===== src/rtl/pool_pkg.sv =====
// Shared constants and elaboration-time helpers for the streaming pooling engine.
package pool_pkg;

  localparam logic POOL_MODE_MAX = 1'b0;
  localparam logic POOL_MODE_AVG = 1'b1;

  function automatic int clog2(input int v);
    int r;
    r = 0;
    while ((1 << r) < v) r++;
    return r;
  endfunction

  // Window holds POOL_SIZE^2 samples, so the sum needs 2*log2(P) guard bits.
  function automatic int acc_width(input int dw, input int p);
    return dw + 2 * clog2(p);
  endfunction

endpackage


===== src/rtl/pool_combine.sv =====
// One channel's combine step: seed, running max, or running sum of a window,
// plus the final pooled value derived from the updated accumulator.
module pool_combine
  import pool_pkg::*;
#(
  parameter int DATA_WIDTH  = 8,
  parameter int ACC_W       = 10,
  parameter int SIGNED_DATA = 0
) (
  input  logic [ACC_W-1:0]      entry_i,
  input  logic [DATA_WIDTH-1:0] sample_i,
  input  logic                  first_i,
  input  logic                  mode_i,
  output logic [ACC_W-1:0]      acc_o,
  output logic [DATA_WIDTH-1:0] pooled_o
);
  localparam int SH = ACC_W - DATA_WIDTH;

  logic [ACC_W-1:0] ext;
  logic             take;

  if (SIGNED_DATA != 0) begin : g_s
    assign ext  = {{SH{sample_i[DATA_WIDTH-1]}}, sample_i};
    assign take = $signed(ext) > $signed(entry_i);
  end else begin : g_u
    assign ext  = {{SH{1'b0}}, sample_i};
    assign take = ext > entry_i;
  end

  always_comb begin
    acc_o = entry_i;
    if (first_i)                    acc_o = ext;
    else if (mode_i == POOL_MODE_AVG) acc_o = entry_i + ext;
    else if (take)                  acc_o = ext;
  end

  // Low DATA_WIDTH bits of (sum >>> SH) are just the top bits of the sum,
  // so arithmetic vs logical shift makes no difference here; result is floor.
  assign pooled_o = (mode_i == POOL_MODE_AVG) ? acc_o[ACC_W-1:SH] : acc_o[DATA_WIDTH-1:0];

endmodule


===== src/rtl/maxpool_stream.sv =====
// Streaming non-overlapping 2-D max/avg pooling with a per-column partial
// buffer and a single registered output stage.
module maxpool_stream
  import pool_pkg::*;
#(
  parameter int DATA_WIDTH  = 8,
  parameter int IN_HEIGHT   = 28,
  parameter int IN_WIDTH    = 28,
  parameter int CHANNELS    = 1,
  parameter int POOL_SIZE   = 2,
  parameter int SIGNED_DATA = 0
) (
  input  logic                           clk,
  input  logic                           rst_n,
  input  logic                           mode_avg,
  input  logic                           in_valid,
  output logic                           in_ready,
  input  logic [DATA_WIDTH*CHANNELS-1:0] in_data,
  output logic                           out_valid,
  input  logic                           out_ready,
  output logic [DATA_WIDTH*CHANNELS-1:0] out_data,
  output logic                           out_last,
  output logic                           frame_busy
);
  localparam int LOG_P = clog2(POOL_SIZE);
  localparam int ACC_W = acc_width(DATA_WIDTH, POOL_SIZE);
  localparam int OUT_H = IN_HEIGHT / POOL_SIZE;
  localparam int OUT_W = IN_WIDTH / POOL_SIZE;
  localparam int CW    = (clog2(IN_WIDTH) > LOG_P) ? clog2(IN_WIDTH) : LOG_P + 1;
  localparam int RW    = (clog2(IN_HEIGHT) > LOG_P) ? clog2(IN_HEIGHT) : LOG_P + 1;
  localparam int DW    = DATA_WIDTH * CHANNELS;

  logic [CW-1:0] col_q, col_d;
  logic [RW-1:0] row_q, row_d;
  logic          mode_q, mode_d, busy_q, busy_d;
  logic          ov_q, ov_d, ol_q, ol_d;
  logic [DW-1:0] od_q, od_d;

  logic [OUT_W-1:0][CHANNELS-1:0][ACC_W-1:0] buf_q;
  logic [CHANNELS-1:0][ACC_W-1:0]            entry_rd, acc;
  logic [CHANNELS-1:0][DATA_WIDTH-1:0]       pooled;

  logic [CW-LOG_P-1:0] ocol;
  logic [RW-LOG_P-1:0] orow;
  logic [LOG_P-1:0]    wr, hr;
  logic accept, origin, in_region, first, complete, last_col, last_row, mode_eff;

  assign ocol      = col_q[CW-1:LOG_P];
  assign orow      = row_q[RW-1:LOG_P];
  assign wr        = col_q[LOG_P-1:0];
  assign hr        = row_q[LOG_P-1:0];
  assign in_ready  = !ov_q || out_ready;
  assign accept    = in_valid && in_ready;
  assign origin    = (col_q == '0) && (row_q == '0);
  assign in_region = (32'(col_q) < OUT_W * POOL_SIZE) && (32'(row_q) < OUT_H * POOL_SIZE);
  assign first     = (hr == '0) && (wr == '0);
  assign complete  = in_region && (&hr) && (&wr);
  assign last_col  = 32'(col_q) == IN_WIDTH - 1;
  assign last_row  = 32'(row_q) == IN_HEIGHT - 1;
  // The frame's first beat must already see the new mode, not the stale latch.
  assign mode_eff  = origin ? mode_avg : mode_q;

  always_comb begin
    entry_rd = '0;
    for (int e = 0; e < OUT_W; e++)
      if (32'(ocol) == e) entry_rd = buf_q[e];
  end

  for (genvar c = 0; c < CHANNELS; c++) begin : g_ch
    pool_combine #(
      .DATA_WIDTH (DATA_WIDTH),
      .ACC_W      (ACC_W),
      .SIGNED_DATA(SIGNED_DATA)
    ) u_comb (
      .entry_i (entry_rd[c]),
      .sample_i(in_data[c*DATA_WIDTH +: DATA_WIDTH]),
      .first_i (first),
      .mode_i  (mode_eff),
      .acc_o   (acc[c]),
      .pooled_o(pooled[c])
    );
  end

  always_comb begin
    col_d  = col_q;
    row_d  = row_q;
    mode_d = mode_q;
    busy_d = busy_q;
    ov_d   = ov_q && !out_ready;
    ol_d   = ol_q;
    od_d   = od_q;
    if (accept) begin
      if (last_col) begin
        col_d = '0;
        row_d = last_row ? '0 : row_q + RW'(1);
      end else begin
        col_d = col_q + CW'(1);
      end
      if (origin) begin
        mode_d = mode_avg;
        busy_d = 1'b1;
      end
      if (last_col && last_row) busy_d = 1'b0;
      if (complete) begin
        ov_d = 1'b1;
        od_d = pooled;
        ol_d = (32'(ocol) == OUT_W - 1) && (32'(orow) == OUT_H - 1);
      end
    end
  end

  always_ff @(posedge clk or negedge rst_n) begin
    if (!rst_n) begin
      col_q  <= '0;
      row_q  <= '0;
      mode_q <= 1'b0;
      busy_q <= 1'b0;
      ov_q   <= 1'b0;
      ol_q   <= 1'b0;
      od_q   <= '0;
    end else begin
      col_q  <= col_d;
      row_q  <= row_d;
      mode_q <= mode_d;
      busy_q <= busy_d;
      ov_q   <= ov_d;
      ol_q   <= ol_d;
      od_q   <= od_d;
    end
  end

  // Partials need no reset: each window's first beat overwrites its entry.
  always_ff @(posedge clk) begin
    for (int e = 0; e < OUT_W; e++)
      if (accept && in_region && !complete && 32'(ocol) == e) buf_q[e] <= acc;
  end

  assign out_valid  = ov_q;
  assign out_data   = od_q;
  assign out_last   = ol_q;
  assign frame_busy = busy_q;

endmodule


===== config.mk =====
export PLATFORM = sky130hd
export DESIGN_NAME = maxpool_stream
export DESIGN_NICKNAME = d
export VERILOG_FILES = /design/src/rtl/pool_pkg.sv /design/src/rtl/pool_combine.sv /design/src/rtl/maxpool_stream.sv
export SDC_FILE = /design/constraint.sdc
export NUM_CORES = 1
export LEC_CHECK = 0
export CORE_MARGIN = 5
export CORE_UTILIZATION = 35
export CTS_CLUSTER_SIZE = 14
export DETAILED_ROUTE_END_ITERATION = 10
export PLACE_DENSITY_LB_ADDON = 0.25
export SKIP_LAST_GASP = 1
export SLEW_MARGIN = 20
export SYNTH_ARGS = -nofsm -noshare
export SYNTH_HDL_FRONTEND = slang
export SYNTH_SLANG_ARGS = --single-unit
export TNS_END_PERCENT = 50

===== constraint.sdc =====
create_clock -name clk -period 12.1 [get_ports clk]
set_input_delay 1.21 -clock clk [delete_from_list [all_inputs] [get_ports clk]]
set_output_delay 1.21 -clock clk [all_outputs]
set_load 0.01 [all_outputs]

# Yosys cells after proc, flatten, opt, wreduce, memory -nomap -nowiden
# Index checks and enable logic that the tools add are counted.
[op_classes] magnitude_cmp=3 eq_ne=16 n_reduce_logical=36 bitwise=2 mux=25 add_sub_neg=3
[ops] operator="$mux W10" n=17
[ops] operator="$eq A4 B4 Y1 const B" n=7
[ops] operator="$logic_and A1 B1 Y1" n=25
[ops] operator="$eq A4 B3 Y1 const B" n=4
[ops] operator="$add A10 B8 Y10" n=1
[ops] operator="$add A5 B1 Y5 const B" n=2
[ops] operator="$eq A5 B5 Y1 const B" n=2
[ops] operator="$gt A8 B10 Y1" n=1
[ops] operator="$logic_not A5 Y1" n=2
[ops] operator="$lt A5 B5 Y1 const B" n=2
[ops] operator="$mux W5" n=2
[ops] operator="$eq A4 B2 Y1 const B" n=2
[ops] operator="$mux W8" n=1
[ops] operator="$reduce_and A2 Y1" n=3
[ops] operator="$mux W1" n=5
[ops] operator="$eq A4 B1 Y1 const B" n=1
[ops] operator="$logic_not A4 Y1" n=1
[ops] operator="$logic_not A1 Y1" n=3
[ops] operator="$not A1 Y1" n=2
[ops] operator="$reduce_bool A2 Y1" n=1
[ops] operator="$logic_or A1 B1 Y1" n=1
[word_totals] word_cells=106 in_bits=13 out_inout_bits=12 regBits=162

# Logic depth before layout (Yosys ltp)
# Gate-level depths: netlist (run 1).
[logic_depth] depth_word=20 mapped_depth=20 depth_no_buf=17

# By module
# From an unflattened synthesis (run 1), not the netlist that was laid out.
[unflattened] cells_unflattened=634 hier_area_um2=7970.1
[modules_own_cells] module="maxpool_stream" area_each_um2=6840.3 seq_area_each_um2=4754.6 cells_each=477 instances=1
[modules_own_cells] module="pool_combine" area_each_um2=1129.8 seq_area_each_um2=0.0 cells_each=157 instances=1

# Worst setup path before layout (run 1)
# OpenSTA, ideal clock, no wires.
[synth_timing] path_kind="register to register" startpoint="register col_q[1]" endpoint="register buf_q[101] (netlist bit), data pin" path_buffers=4 setup_ps=284 t_arrival_ps=4615 stages_incl_launch_ff=19 period_less_slack_ps=4898 setup_slack_ps=7202 path_cell_list="dfrtp_1 clkbuf_8 buf_2 buf_2 mux4_2 nand2_1 o21ai_0 a221oi_1 inv_1 ha_1 or4b_1 nor3b_1 a21oi_1 o31ai_1 nand3_1 or2_1 buf_6 o21a_1 o22ai_1"
[synth_rtl] item="start: declaration" line="maxpool_stream.sv:33" rtl="logic [CW-1:0] col_q, col_d;"
[synth_rtl] item="start signal: assignment" line="maxpool_stream.sv:122" rtl="col_q <= col_d;"
[synth_rtl] item="end signal: indexed assignment" line="maxpool_stream.sv:135" rtl="if (accept && in_region && !complete && 32'(ocol) == e) buf_q[e] <= acc;"
[synth_rtl] item="end: declaration" line="maxpool_stream.sv:39" rtl="logic [OUT_W-1:0][CHANNELS-1:0][ACC_W-1:0] buf_q;"

==> results.yml, run 1 <==
status:
  status: "complete, no violations"
die:
  die_w_um: 157
  coreArea_um2: 21200
  fp.dieArea_um2: 24700
  boundaryPins: 25
  start_util_pct: 35.8
  die_y_um: 157
  fp-row-count: 53
job:
  maxCapViolCount: 0
cts:
  cts_made_buffers: 17
  cts_sinks: 162
  cts-resized-gates: 0
  clockBufferDepth: 2
  cts_tree: "yes"
  post_cts_buffers: 0
  clockRootBuffer: "clkbuf_16"
  holdBufCountCts: 0
  h-tree-depth: 4
  clock_latency_ns: 0.43
  cts.clk_slew.worst_paths_ns: 0.06
global_routing:
  grt_util_all_layers_pct: 16.7
  grt_pass1_wl_mm: 30.5
  grt_max_degree: 55
  grt_pass1_vias: 5063
  antenna_found_initial: 0
  grt_overflow_total: 0
final_layout:
  fin_nets: 638
  syn_to_final_growth_pct: 15.6
  drive_gt1_share_pct: 12.8
  diodes: 0
yosys:
  netlist_top_cells_count: "edfxtp_1 (140), nor2_1 (55), nand2_1 (39)"
  synth-edff-count: 140
  yosysMostFrequentCell: "edfxtp_1"
  netlist_area_um2: 7580
  synth_top_area_share_pct: 55.5
  async_reset_ff_share_pct: 13.6
  ys_top_cells_by_area: "edfxtp_1 (55%), dfrtp_1 (7.3%), mux4_2 (4.2%), ha_1 (3.5%), nor2_1 (2.7%)"
  netlist-cell-type-count: 67
  ys_ff_latch: 162
  yosysTopAreaCell: "edfxtp_1"
  synthFlopType: "edfxtp_1"
  synthCells: 569
  synthesis.nets: 604
  ys_warn_count: 0
  yosysSeqAreaShare_pct: 62.7
  syn_area_per_cell_um2: 13.3
timing:
  fin_worst_skew_ns: 0.00859
  whs_ns: 0.487
  max_freq_mhz: 176
  setup-violations-final: 0
  worst_pin_slew_ns: 1.03
  rsz0062_at_grt: "false"
  slew_headroom_pct: 31.1
  drv_slew: 0
  post-route-min-period_ns: 5.68
  fin_setup_tns_ns: 0
  hold_violations: 0
  fin_crit_sh_pct: 46.9
setup_path:
  startpoint_type: "flip-flop"
  cp.arrival_ns: 5.77
  ff2ff_setup_slack_ns: 6.42
  critPathMaxFanout: 44
  r2r-start: "col_q[1]"
  cp.required_ns: 12.19
  end_kind: "flip-flop"
  critical_path_class: "reg -> reg"
  r2r-end: "buf_q[91]"
  r2r.worst_path.cells: 15
routing:
  drtAntennaViolNets: 0
  vias_per_cell: 5.59
  route.detailed.drc: 0
  first_pass_iters: 7
  wirelength_mm: 19.8
  drt-initial-drc-count: 428
  num_vias: 4983
  routedWlPerCell_um: 22.2
power:
  p_leak_uw: 0.00306
  peakVddDrop_mv: 0.133
  powerDensity_nw_per_um2: 329
hold_path:
  hp-class: "reg -> reg"
  hold_depth: 2
  min_from: "out_last"
  hold-path-endpoint: "out_last"
placed_design:
  gp_congestion: 0.930
  place.detailed.hpwl_mm: 13.1
  numPortBuffers: 24
## layer usage
metal / share of wire [%] / vias up / track usage (%)
met4: 2.6 / 0 / 6.19
met3: 7.5 / 41 / 4.23
met2: 46 / 210 / 25.6
met1: 44 / 2469 / 23.0
li1: - / 2263 / -
met5: 0 / - / 0
## flip-flops by register name, summed over array words and instances, names as in the netlist
register	flops
col_q	5
row_q	5
mode_q	1
buf_q	140
out_data	8
frame_busy	1
out_valid	1
out_last	1
## area by class of cell
cell class / instances / area (µm²)
clock buffers: 17 / 425
clock inverters: 15 / 181
inverters: 25 / 93.8
well taps: 275 / 344
repair buffers: 41 / 363
flip-flops and latches: 162 / 4760
multi-input cells: 356 / 2590
fillers: 1950 / 12400
## cells in the final DEF, fill, tap and decap left out, types with 4 or more instances in the layout
cell type / instances
edfxtp_1: 140
nor2_1: 52
nand2_1: 39
inv_1: 24
clkdlybuf4s50_1: 23
nand3_1: 21
o21ai_0: 21
ha_1: 21
dfrtp_1: 20
clkbuf_16: 17
nand2b_1: 16
a21oi_1: 16
buf_4: 16
a31oi_1: 15
mux2i_1: 15
mux4_2: 14
o22ai_1: 9
a221oi_1: 7
nor3_1: 7
mux2_2: 6
o31ai_1: 6
o211ai_1: 6
and3_1: 4
o2bb2ai_1: 4
a22o_1: 4
xnor2_1: 4
and2_1: 4
## how the worst max path moves through the flow
stage / startpoint / slack (ns) / end / cells after the start
floorplan: col_q[1] / 7.20 / buf_q[101] / 18
global placement: col_q[1] / 6.62 / buf_q[108] / 17
detailed placement: col_q[1] / 6.42 / buf_q[74] / 14
CTS: col_q[1] / 6.38 / buf_q[64] / 14
global route: col_q[1] / 5.97 / buf_q[31] / 15
finish: col_q[1] / 6.42 / buf_q[91] / 15
## where the power goes
group	internal (µW)	switching (µW)
Combinational	449	905
Sequential	937	32.7
Clock	328	230
Total	1710	1170
## kinds of logic (layout without fill, tap and decap cells)
family                     after synthesis  after routing  synth area share [%]
AOI/OAI and AO/OA                      125            125                  11.8
xor gates and xnor gates                 6              6                 0.694
muxes                                   36             36                  7.38
DFF                                    162            162                  62.7
buffers and inverters                   51             98                  3.15
and+or+nand+nor                        167            167                  10.5
adders and majority gates               22             22                  3.73
## critical path, cell delays in order, from the launching register on
cell      delay, ns
dfrtp_2        0.34
buf_4          0.52
mux4_2         0.59
mux2i_1        0.16
o21ai_0        0.16
a221oi_1       0.47
inv_1          0.14
ha_1           0.38
or4b_1         0.50
nor3b_1        0.27
a21oi_1        0.11
o31ai_1        0.07
nand3_1        0.25
or2_1          0.40
o21a_1         0.22
o22ai_1        0.73
## metrics by stage
| stage | setup slack, ns | utilization [%] | area (µm²) | power (µW) | std cells |
|---|---|---|---|---|---|
| after floorplan | 7.20 | - | 7580 | 1900 | 569 |
| after global placement | 6.62 | 38.5 | 8150 | 2300 | 858 |
| after detailed placement | 6.42 | 38.5 | 8150 | 2310 | 858 |
| after CTS | 6.38 | 41.4 | 8750 | 2880 | 890 |
| after global routing | 5.97 | 41.4 | 8760 | 3050 | 891 |
| final | 6.42 | 41.4 | 8760 | 2880 | 891 |
Power figures use the tool's default switching activity.
==> run 2: changes to the inputs <==
==> constraint.sdc (replaced) <==
create_clock -name clk -period 5.9 [get_ports clk]
set_input_delay 0.59 -clock clk [delete_from_list [all_inputs] [get_ports clk]]
set_output_delay 0.59 -clock clk [all_outputs]
set_load 0.01 [all_outputs]
==> run 2 against run 1 <==
  * Clock power is 120% higher
  * Clock skew grew 0.0027 ns
  * Highest routed layer unchanged
  * Total power rose by 110%
  * Via count up 2.1%
  * First-iteration DRC count increased by 15%
  * Core utilization up 0.72 points
  * Sequential power up 110%
  * Fmax rose by 6.4%
==> results.yml, run 2 (synthesized netlist as in run 1, its figures left out) <==
status:
  status: "complete, no violations"
routing:
  routedWlPerCell_um: 22.2
  drt-initial-drc-count: 494
  num_vias: 5087
  dr_wl_met2_mm: 9.08
  first_pass_iters: 5
  top_layer_used: "met4"
  wl_met1_mm: 8.84
  vias_per_cell: 5.61
  drtAntennaViolNets: 0
  wirelength_mm: 20.2
  route.detailed.drc: 0
  wl_met3_mm: 1.71
power:
  p_int_uw: 3680
  power_switching_share_pct: 39.9
  p_leak_uw: 0.00315
  peakVddDrop_mv: 0.259
  combPwrFrac_pct: 46.9
  seq_power_share_pct: 33.4
  powerDensity_nw_per_um2: 688
  clkPwrFrac_pct: 19.7
  power_switching_uw: 2440
  finalPower_uw: 6130
timing:
  hold_violations: 0
  drv_slew: 0
  fin_crit_sh_pct: 90.5
  post-route-min-period_ns: 5.34
  worst_pin_slew_ns: 1.03
  fin_setup_tns_ns: 0
  rsz0062_at_grt: "false"
  slew_headroom_pct: 31.4
  whs_ns: 0.139
  max_freq_mhz: 187
  fin_worst_skew_ns: 0.0113
  setup-violations-final: 0
final_layout:
  fill_cells: 1863
  syn_to_final_growth_pct: 17.6
  final_cell_mix: "edfxtp_1 (140), nor2_1 (55), nand2_1 (39), buf_4 (33), inv_1 (24)"
  fin_nets: 654
  regMostFlops: "buf_q"
  layoutNonFillerInstCount: 906
  diodes: 0
  drive_gt1_share_pct: 14.3
  largest_reg_flops: 140
  final_common_cell: "edfxtp_1"
global_routing:
  grt_pass1_vias: 4937
  grt_util_all_layers_pct: 16.8
  grt_overflow_total: 0
  grt_max_degree: 29
  grt_pass1_wl_mm: 30.9
  antenna_found_initial: 0
cts:
  cts.clk_slew.worst_paths_ns: 0.06
  clock_latency_ns: 0.43
  holdBufCountCts: 0
  cts_made_buffers: 17
  cts-resized-gates: 0
  cts_sinks: 162
  post_cts_buffers: 0
  h-tree-depth: 4
  cts_tree: "yes"
  clockRootBuffer: "clkbuf_16"
  clockBufferDepth: 2
die:
  boundaryPins: 25
  die_w_um: 157
  fp.dieArea_um2: 24700
  coreArea_um2: 21200
  fp-row-count: 53
  start_util_pct: 35.8
  die_y_um: 157
placed_design:
  place.detailed.hpwl_mm: 13.9
  numPortBuffers: 24
  placedCellCount: 875
  gp_congestion: 0.917
setup_path:
  crit_family: "compound AO/OA/AOI/OAI gates"
  cp_num_cells: 15
  cp.required_ns: 5.98
  startpoint: "col_q[1]"
  path_cells: "buf_4 -> mux4_2 -> mux2i_1 -> o22ai_1 -> a22oi_1 -> ha_1 -> or4b_1 -> nor3b_1 -> a21oi_1 -> o31ai_1 -> nand3_1 -> buf_4 -> o211ai_1 -> a21oi_1 -> a21oi_1"
  r2r-start: "col_q[1]"
  r2r.worst_path.cells: 15
  critPathMostFrequentCell: "a21oi_1"
  path_buf_inv: 2
  critPathMaxFanout: 21
  cp_slowest_cell: "a21oi_1"
  end_kind: "flip-flop"
  cp.arrival_ns: 5.42
  slowest_delay_ns: 0.81
  critical_path_class: "reg -> reg"
  startpoint_type: "flip-flop"
hold_path:
  hp-class: "in -> async"
job:
  maxCapViolCount: 0
-- run 2: cell count changes in the layout (fill, tap and decap cells not counted), moves of 2 or more --
cell | before | now
buf_4 | 16 | 33
clkinv_2 | 3 | 0
nor2_1 | 52 | 55
nor2_2 | 3 | 0
bufinv_16 | 3 | 5
clkbuf_1 | 0 | 2
inv_6 | 3 | 1
-- run 2: power by group through the flow --
stage | logic, µW | registers [µW] | clock network [µW]
after floorplan | 1870 | 2020 | 0
after global placement | 2820 | 2070 | 0
after detailed placement | 2830 | 2070 | 0
after CTS | 2840 | 2050 | 1220
after global routing | 3110 | 2070 | 1280
final | 2870 | 2050 | 1210
-- run 2: metal layers --
layer  up-vias  track usage [%]
met5         -                0
met4         0             5.57
met3        44             3.57
met2       242             25.7
met1      2510             24.0
li1       2291                -
-- run 2: final timing paths --
kind,to,slack [ns]
max in group asynchronous,col_q[1],5.37
min in group clk,out_data[0],0.49
setup / recovery,buf_q[10],0.56
setup reg to reg,buf_q[10],0.56
hold / removal,mode_q,0.14
hold reg to reg,out_data[0],0.49
-- run 2: area by class of cell --
class | count | area [µm²] | share of cell area (%)
Sequential cell | 162 | 4760 | 53.4
Multi-Input combinational cell | 356 | 2590 | 29.1
Timing Repair Buffer | 57 | 483 | 5.42
Clock buffer | 19 | 433 | 4.86
Tap cell | 275 | 344 | 3.86
Clock inverter | 12 | 206 | 2.32
Inverter | 25 | 93.8 | 1.05
-- run 2: worst register-to-register path, delay by kind of cell (launching register included) --
family / cells / cell delay (ns)
compound gates: 7 / 1.81
fa+ha+maj: 1 / 0.28
buf+inv: 2 / 0.57
flops: 1 / 0.74
mux: 2 / 0.73
simple gates: 3 / 0.86
-- run 2: stage by stage --
stage	util, %	instance area (µm²)	worst slack (ns)
after floorplan	-	7580	1.00
after global placement	39.1	8270	0.796
after detailed placement	39.1	8270	0.617
after CTS	42.1	8910	0.570
after global routing	42.1	8910	0.172
final	42.1	8910	0.563
==> run 3: changes to the inputs <==
--- a/config.mk
+++ b/config.mk
@@ -9,6 +9,7 @@
 export CORE_UTILIZATION = 35
 export CTS_CLUSTER_SIZE = 14
 export DETAILED_ROUTE_END_ITERATION = 10
+export HOLD_SLACK_MARGIN = 0.08
 export PLACE_DENSITY_LB_ADDON = 0.25
 export SKIP_LAST_GASP = 1
 export SLEW_MARGIN = 20
==> results of run 3 <==
Final layout, timing and power as in run 2 (identical DEF).
